### src/rtl/pc_seq_pkg.sv
// Shared types for the program-counter sequencer: instruction classes,
// sequencer states and default widths.
package pc_seq_pkg;

  localparam int PC_W_DEFAULT     = 10;
  localparam int RS_DEPTH_DEFAULT = 4;

  typedef enum logic [3:0] {
    OP_SEQ  = 4'd0,
    OP_BIZR = 4'd1,
    OP_BNZR = 4'd2,
    OP_JIZR = 4'd3,
    OP_JNZR = 4'd4,
    OP_JSR  = 4'd5,
    OP_RET  = 4'd6,
    OP_LJ0  = 4'd7,
    OP_LJ1  = 4'd8,
    OP_LJ2  = 4'd9,
    OP_LJ3  = 4'd10,
    OP_HALT = 4'd11
  } op_class_t;

  typedef enum logic [2:0] {
    ST_IDLE  = 3'd0,
    ST_START = 3'd1,
    ST_RUN   = 3'd2,
    ST_DONE  = 3'd3,
    ST_FAULT = 3'd4
  } state_t;

endpackage

### src/rtl/pc_ret_stack.sv
// Return-address stack: push/pop with full/empty flags and a combinational
// top-of-stack view (0 when empty). Clear resets only the pointer.
module pc_ret_stack
  import pc_seq_pkg::*;
#(
  parameter int DEPTH = RS_DEPTH_DEFAULT,
  parameter int W     = PC_W_DEFAULT
) (
  input  logic         i_clk,
  input  logic         i_rst,
  input  logic         i_clr,
  input  logic         i_push,
  input  logic         i_pop,
  input  logic [W-1:0] i_din,
  output logic [W-1:0] o_top,
  output logic         o_full,
  output logic         o_empty
);

  localparam int SPW = $clog2(DEPTH + 1);
  localparam int AW  = $clog2(DEPTH);

  logic [W-1:0]   r_mem [DEPTH];
  logic [SPW-1:0] r_sp;
  logic [AW-1:0]  w_wr_idx;
  logic [AW-1:0]  w_rd_idx;

  assign w_wr_idx = AW'(r_sp);
  assign w_rd_idx = AW'(r_sp - SPW'(1));
  assign o_full   = (r_sp == SPW'(DEPTH));
  assign o_empty  = (r_sp == {SPW{1'b0}});
  assign o_top    = o_empty ? {W{1'b0}} : r_mem[w_rd_idx];

  // Stack pointer and entries; entries survive a clear so they stay readable for debug.
  always_ff @(posedge i_clk or posedge i_rst) begin
    if (i_rst) begin
      r_sp <= {SPW{1'b0}};
      for (int i = 0; i < DEPTH; i++) begin
        r_mem[i] <= {W{1'b0}};
      end
    end else if (i_clr) begin
      r_sp <= {SPW{1'b0}};
    end else if (i_push && !o_full) begin
      r_mem[w_wr_idx] <= i_din;
      r_sp            <= r_sp + SPW'(1);
    end else if (i_pop && !o_empty) begin
      r_sp <= r_sp - SPW'(1);
    end else begin
      r_sp <= r_sp;
    end
  end

endmodule

### src/rtl/pc_sequencer.sv
// Control sequencer for program_counter: run/halt/fault lifecycle, branch/jump
// decode and call/return link. Optional retired-op counter: PC_SEQ_INSTR_COUNT_EN.
module pc_sequencer
  import pc_seq_pkg::*;
#(
  parameter int RS_DEPTH = RS_DEPTH_DEFAULT,
  parameter int PC_W     = PC_W_DEFAULT
) (
  input  logic            clk,
  input  logic            reset,
  input  logic            go,
  input  logic [3:0]      op_class,
  input  logic            zero,
  input  logic [PC_W-1:0] rp,
  output logic            start,
  output logic            branch,
  output logic            bizr,
  output logic            bnzr,
  output logic            jizr,
  output logic            jnzr,
  output logic            jump2sub,
  output logic            retFsub,
  output logic            lj0,
  output logic            lj1,
  output logic            lj2,
  output logic            lj3,
  output logic [PC_W-1:0] rl,
  output logic            busy,
  output logic            done,
  output logic            fault,
  output logic [15:0]     instr_count
);

  state_t          r_state;
  state_t          w_state_nxt;
  logic            w_push;
  logic            w_pop;
  logic            w_clr;
  logic            w_retire;
  logic            w_full;
  logic            w_empty;
  logic [PC_W-1:0] w_link;

  assign w_link = rp + PC_W'(1);

  pc_ret_stack #(.DEPTH(RS_DEPTH), .W(PC_W)) u_stack (
    .i_clk   (clk),
    .i_rst   (reset),
    .i_clr   (w_clr),
    .i_push  (w_push),
    .i_pop   (w_pop),
    .i_din   (w_link),
    .o_top   (rl),
    .o_full  (w_full),
    .o_empty (w_empty)
  );

  // State register.
  always_ff @(posedge clk or posedge reset) begin
    if (reset) begin
      r_state <= ST_IDLE;
    end else begin
      r_state <= w_state_nxt;
    end
  end

  // Next state and control decode; RUN outputs follow op_class/zero/sp in the same cycle.
  always_comb begin
    start       = 1'b0;
    branch      = 1'b0;
    bizr        = 1'b0;
    bnzr        = 1'b0;
    jizr        = 1'b0;
    jnzr        = 1'b0;
    jump2sub    = 1'b0;
    retFsub     = 1'b0;
    lj0         = 1'b0;
    lj1         = 1'b0;
    lj2         = 1'b0;
    lj3         = 1'b0;
    w_push      = 1'b0;
    w_pop       = 1'b0;
    w_clr       = 1'b0;
    w_retire    = 1'b0;
    w_state_nxt = r_state;
    case (r_state)
      ST_IDLE, ST_DONE, ST_FAULT: begin
        if (go) begin
          w_clr       = 1'b1;
          w_state_nxt = ST_START;
        end else begin
          w_state_nxt = r_state;
        end
      end
      ST_START: begin
        start       = 1'b1;
        w_state_nxt = ST_RUN;
      end
      ST_RUN: begin
        w_retire = 1'b1;
        case (op_class)
          OP_SEQ:  w_retire = 1'b1;
          OP_BIZR: begin branch = zero;  bizr = zero;  end
          OP_JIZR: begin branch = zero;  jizr = zero;  end
          OP_BNZR: begin branch = !zero; bnzr = !zero; end
          OP_JNZR: begin branch = !zero; jnzr = !zero; end
          OP_LJ0:  lj0 = 1'b1;
          OP_LJ1:  lj1 = 1'b1;
          OP_LJ2:  lj2 = 1'b1;
          OP_LJ3:  lj3 = 1'b1;
          OP_JSR: begin
            if (!w_full) begin
              jump2sub = 1'b1;
              w_push   = 1'b1;
            end else begin
              w_retire    = 1'b0;
              w_state_nxt = ST_FAULT;
            end
          end
          OP_RET: begin
            if (!w_empty) begin
              retFsub = 1'b1;
              w_pop   = 1'b1;
            end else begin
              w_retire    = 1'b0;
              w_state_nxt = ST_FAULT;
            end
          end
          OP_HALT: w_state_nxt = ST_DONE;
          default: begin
            w_retire    = 1'b0;
            w_state_nxt = ST_FAULT;
          end
        endcase
      end
      default: w_state_nxt = ST_IDLE;
    endcase
  end

  assign busy  = (r_state == ST_START) || (r_state == ST_RUN);
  assign done  = (r_state == ST_DONE);
  assign fault = (r_state == ST_FAULT);

`ifdef PC_SEQ_INSTR_COUNT_EN
  logic [15:0] r_instr_count;

  // Retired-op counter: zeroed on launch, saturating.
  always_ff @(posedge clk or posedge reset) begin
    if (reset) begin
      r_instr_count <= 16'h0000;
    end else if (w_clr) begin
      r_instr_count <= 16'h0000;
    end else if (w_retire && (r_instr_count != 16'hFFFF)) begin
      r_instr_count <= r_instr_count + 16'h0001;
    end else begin
      r_instr_count <= r_instr_count;
    end
  end

  assign instr_count = r_instr_count;
`else
  logic w_unused_retire;

  assign w_unused_retire = w_retire;
  assign instr_count     = 16'h0000;
`endif

endmodule

### config.mk
export PLATFORM = sky130hd
export DESIGN_NAME = pc_sequencer
export DESIGN_NICKNAME = d
export VERILOG_FILES = /design/src/rtl/pc_seq_pkg.sv /design/src/rtl/pc_ret_stack.sv /design/src/rtl/pc_sequencer.sv
export SDC_FILE = /design/constraint.sdc
export NUM_CORES = 1
export LEC_CHECK = 0
export CAP_MARGIN = 20
export CORE_AREA = 5 5 81 83
export DETAILED_ROUTE_END_ITERATION = 12
export DIE_AREA = 0 0 86 88
export GPL_TIMING_DRIVEN = 0
export PLACE_DENSITY = 0.74
export SKIP_LAST_GASP = 1
export SLEW_MARGIN = 40
export SYNTH_ARGS = -nofsm -noshare
export SYNTH_HDL_FRONTEND = slang
export SYNTH_HIERARCHICAL = 1
export SYNTH_SLANG_ARGS = --single-unit
export TNS_END_PERCENT = 100
### constraint.sdc
create_clock -name clk -period 2.9 [get_ports clk]
set_input_delay 0.435 -clock clk [delete_from_list [all_inputs] [get_ports clk]]
set_output_delay 0.435 -clock clk [all_outputs]
set_load 0.005 [all_outputs]
==> impl.org <==
** Worst setup path
- Crit path kind :: flop to primary output
- The largest individual stage delay along the critical path comes from the cell clkdlybuf4s50_1.
- The worst setup path is captured at a primary output.
- Required time of the worst setup path :: ~2.5 ns
- Data arrival at the endpoint of the critical path :: 2.36 ns
- In this design, the stage delay of the slowest critical-path cell is 0.57 ns.
- Among cell families on the critical path, the largest total delay comes from buffers and inverters.
- Cell-by-cell trace of the critical path :: buf_12 -> clkinvlp_4 -> ha_4 -> nand2_1 -> inv_1 -> nor3_4 -> clkdlybuf4s50_1
- Counting both buffers and inverters, the worst setup path holds a total of 4.
- Along the worst path, the maximum fanout reaches 10.
- The worst setup path is launched from a flop.

** Power and ir drop
- Clock share of power :: 0.260
- Net switching power figure :: between 400 and 500 uW
- The internal portion of the total power is between 1 and 1.5 mW.
- Portion of total power attributed to sequential cells :: 0.450
- Net switching fraction of the power :: 0.270
- For this design the static power due to leakage is 1.68 nW.
- Total power for the finished layout comes to 1.71 mW.
- Pwr/cell area :: roughly 470 nW/um^2
- Max rail drop VDD :: 316 uV
- The share of total power dissipated in combinational logic is 0.290.

** Die
- # rows :: 28
- Core footprint :: 5780 um^2
- Width of the die :: 86 um
- Num ports :: 59
- Area of the die :: 7570 um^2
- In this run the vertical extent of the chip is 88 um.
- For this configuration, the core starts out at a cell density of 0.494.

** Yosys
- Avg Synthesized Cell Area :: ~12 um^2
- Sequential-to-total area share from yosys stat :: 0.403
- The number of different library cells used by synthesis comes to 51.
- Post-Synth XOR/XNOR Area :: 0.0307
- Basic-gate share of the synthesized area counting and, or, nand and nor cells :: 0.153
- Synth Area in Adders :: 0.0263
- In this run the cell area of the synthesized design comes to 2860 um^2.
- Dominant combinational cell family by area after synthesis :: multiplexers
- Mux share of post-synthesis cell area :: 0.267
- The synthesized design spends more area on one cell type than any other, namely dfrtp_1.
- Share of Yosys cell area claimed by the top area cell type :: 0.403
- Synth Instances :: ~240
- Synth warnings :: 6
- Cell types with the largest area share after synthesis :: dfrtp_1, mux2_2, mux2_4
- The synthesized design contains 46 register bits.
- Synth Area in Compound Gates :: 0.0429

** Clock network
- Clock-pin slew reported for the worst setup and hold paths after clock tree synthesis :: around 0.080 ns
- In this run, CTS created clock tree buffers numbering 5.
- Number of buffers inserted by hold repair at cts :: 0
- CTS Root Cell :: clkbuf_8
- Total number of H-tree levels :: 2
- The clock reaches the later pin of the worst-skew pair after 0.29 ns.
- Clock Tree Buf Depth :: 2
- TritonCTS clock tree :: yes
- Clock sink count :: 46

** Layout
- Area Growth Syn to Fin :: 26.0%
- Leaving out filler cells and counting taps, the final layout contains between 300 and 400.
- The repair_antennas step left the layout with diodes totalling 0.
- Filler cell count in the final layout :: 463
- Register cell area after layout :: 1150 um^2
- In the layout the commonest cells are dfrtp_1, clkdlybuf4s50_1, mux2_2, buf_4, conb_1.
- Fraction of final layout cells sized beyond drive strength 1 :: 0.331
- Summing all multi-input logic gate instances after layout gives 1590 um^2.
- Count of nets after finishing :: 325
- For this run, the share of the core covered by cells in the final layout is 0.623.
- Leaving out fill and tap cells, the most frequent cell in the layout is dfrtp_1.

** Route
- Via density per instance :: around 5
- The detail route stage leaves a number of antenna-violating nets equal to 0.
- Summed over all layers, the routed wires come to 5.69 mm.
- The routed layout has 1933 vias.
- After detailed routing, the average wire length per cell comes to 15.1 um.
- For this run, design rule violations remaining after detail routing come to 0.
- After the first detailed-routing iteration, the DRC count stood at about 120.
- The first TritonRoute pass finished after 4 iterations.

** STA
- Max-slew violation total from the final report :: 0
- Worst Tran Pin Value :: 0.529 ns
- Clock skew :: 0.00738 ns
- Slew Limit Headroom :: 0.648
- The worst path in the final design needs a cycle of 2.79 ns, including I/O delays and setup.
- Setup repair after global routing could not meet its margin everywhere.
- Timing would allow up to 358 MHz.
- Total setup violations reported at the end of the flow :: 0
- Hold violation total from the final report :: 0
- Final period util :: 0.962

** Placement
- In this run, placement finished with an instance count of 367.
- At the end of routability-driven placement, the weighted congestion stood at 0.819.
- In this run the tool buffered the top-level ports with 40 buffer cells.
- The HPWL after detailed placement is 4.13 mm.

** Hold path
- The min-delay analysis places its worst path in the category primary input to async pin.

** Global routing
- Vias in the first global route :: 1900
- Overall global routing resource usage :: 0.158
- Pin count of the biggest net entering global routing :: 44
- The initial antenna violation count is 0.
- Wire length of the first global-routing pass :: 9.36 mm
- Global routing finished with a remaining overflow of 0.

** Run status
- Result of the run :: finished, final reports clean

** Job
- Across the run, the number of max-cap violations was 0.
-- power by group through the flow --
stage | Sequential, mW | Combinational, mW | Clock, mW
final | 0.767 | 0.494 | 0.444
after detailed placement | 0.775 | 0.486 | 0
after floorplan | 0.761 | 0.342 | 0
after global routing | 0.775 | 0.540 | 0.490
after CTS | 0.764 | 0.490 | 0.461
after global placement | 0.773 | 0.476 | 0
-- synth_stat cells, drive strengths merged --
library cell	count
ha	6
mux2	41
and3b	3
a2111o	1
a41o	1
buf	23
nand3b	2
a21boi	1
o21a	3
nand4	1
mux2i	2
and3	1
a31oi	1
inv	10
xnor2	7
o22a	1
nor3	5
nand3	7
mux4	10
nor4b	1
a311o	1
xor2	3
nand4b	1
o22ai	3
nand2	8
nor3b	3
o21ai	1
and2	11
nand2b	6
nor2b	3
dfrtp	46
conb	1
a21oi	3
nor2	16
nor4	2
clkbuf	1
and2b	1
-- timing repair --
item,4_1_cts,5_1_grt
gates resized for setup,10,5
buffers inserted,1,2
pin swaps,1,2
setup endpoints to repair,54,4
-- metal layers --
layer / GRT usage / share of wire / routed length [um] / up-vias
li1: - / - / - / 935
met1: 0.212 / 0.44 / 2500 / 940
met2: 0.262 / 0.49 / 2770 / 54
met3: 0.0301 / 0.063 / 358 / 4
met4: 0.0432 / 0.0095 / 54 / 0
met5: 0 / 0 / 0 / -
-- metrics by stage --
stage	hold slack (ns)	instance area, um^2	setup WS (ns)	TNS [ns]
finish	0.403	3600	0.110	0
global route	0.414	3600	-0.0356	-0.0356
CTS	0.407	3570	-0.00470	-0.00470
detailed placement	0.484	3410	-0.383	-15.11
global placement	0.479	3410	-0.349	-14.29
floorplan	0.189	2910	0.176	0
-- worst paths after layout --
path,from,to,slack (ns),cells after the start
setup / recovery,u_stack/r_sp[0],jump2sub,0.11,7
hold / removal,reset,r_state[2],0.40,2
setup reg to reg,u_stack/r_sp[0],u_stack/r_mem[2],0.36,9
hold reg to reg,u_stack/r_mem[15],u_stack/r_mem[15],0.50,1
max in group asynchronous,reset,u_stack/r_sp[0],1.93,2
min in group clk,op_class[2],r_state[2],0.48,3
-- sequential cells by signal, indices dropped and copies added (netlist names) --
| register | count |
|---|---|
| r_state | 3 |
| u_stack/r_mem | 40 |
| u_stack/r_sp | 3 |
-- logic make-up (layout without fill, tap and decap cells) --
| logic type | count (synthesis) | in the layout |
|---|---|---|
| buffers and inverters | 34 | 84 |
| other | 1 | 16 |
| xor gates and xnor gates | 10 | 10 |
| DFF | 46 | 46 |
| AOI/OAI and AO/OA | 16 | 16 |
| adders and majority gates | 6 | 6 |
| muxes | 53 | 53 |
| and+or+nand+nor | 71 | 71 |
-- area by class of cell --
| class | count | area share |
|---|---|---|
| plain buffers | 23 | 0.0514 |
| clock buffers | 8 | 0.0306 |
| inverters | 10 | 0.0122 |
| multi-input cells | 172 | 0.442 |
| flip-flops and latches | 46 | 0.320 |
| well taps | 75 | 0.0261 |
| repair buffers | 43 | 0.117 |
Power figures use the tool's default switching activity.
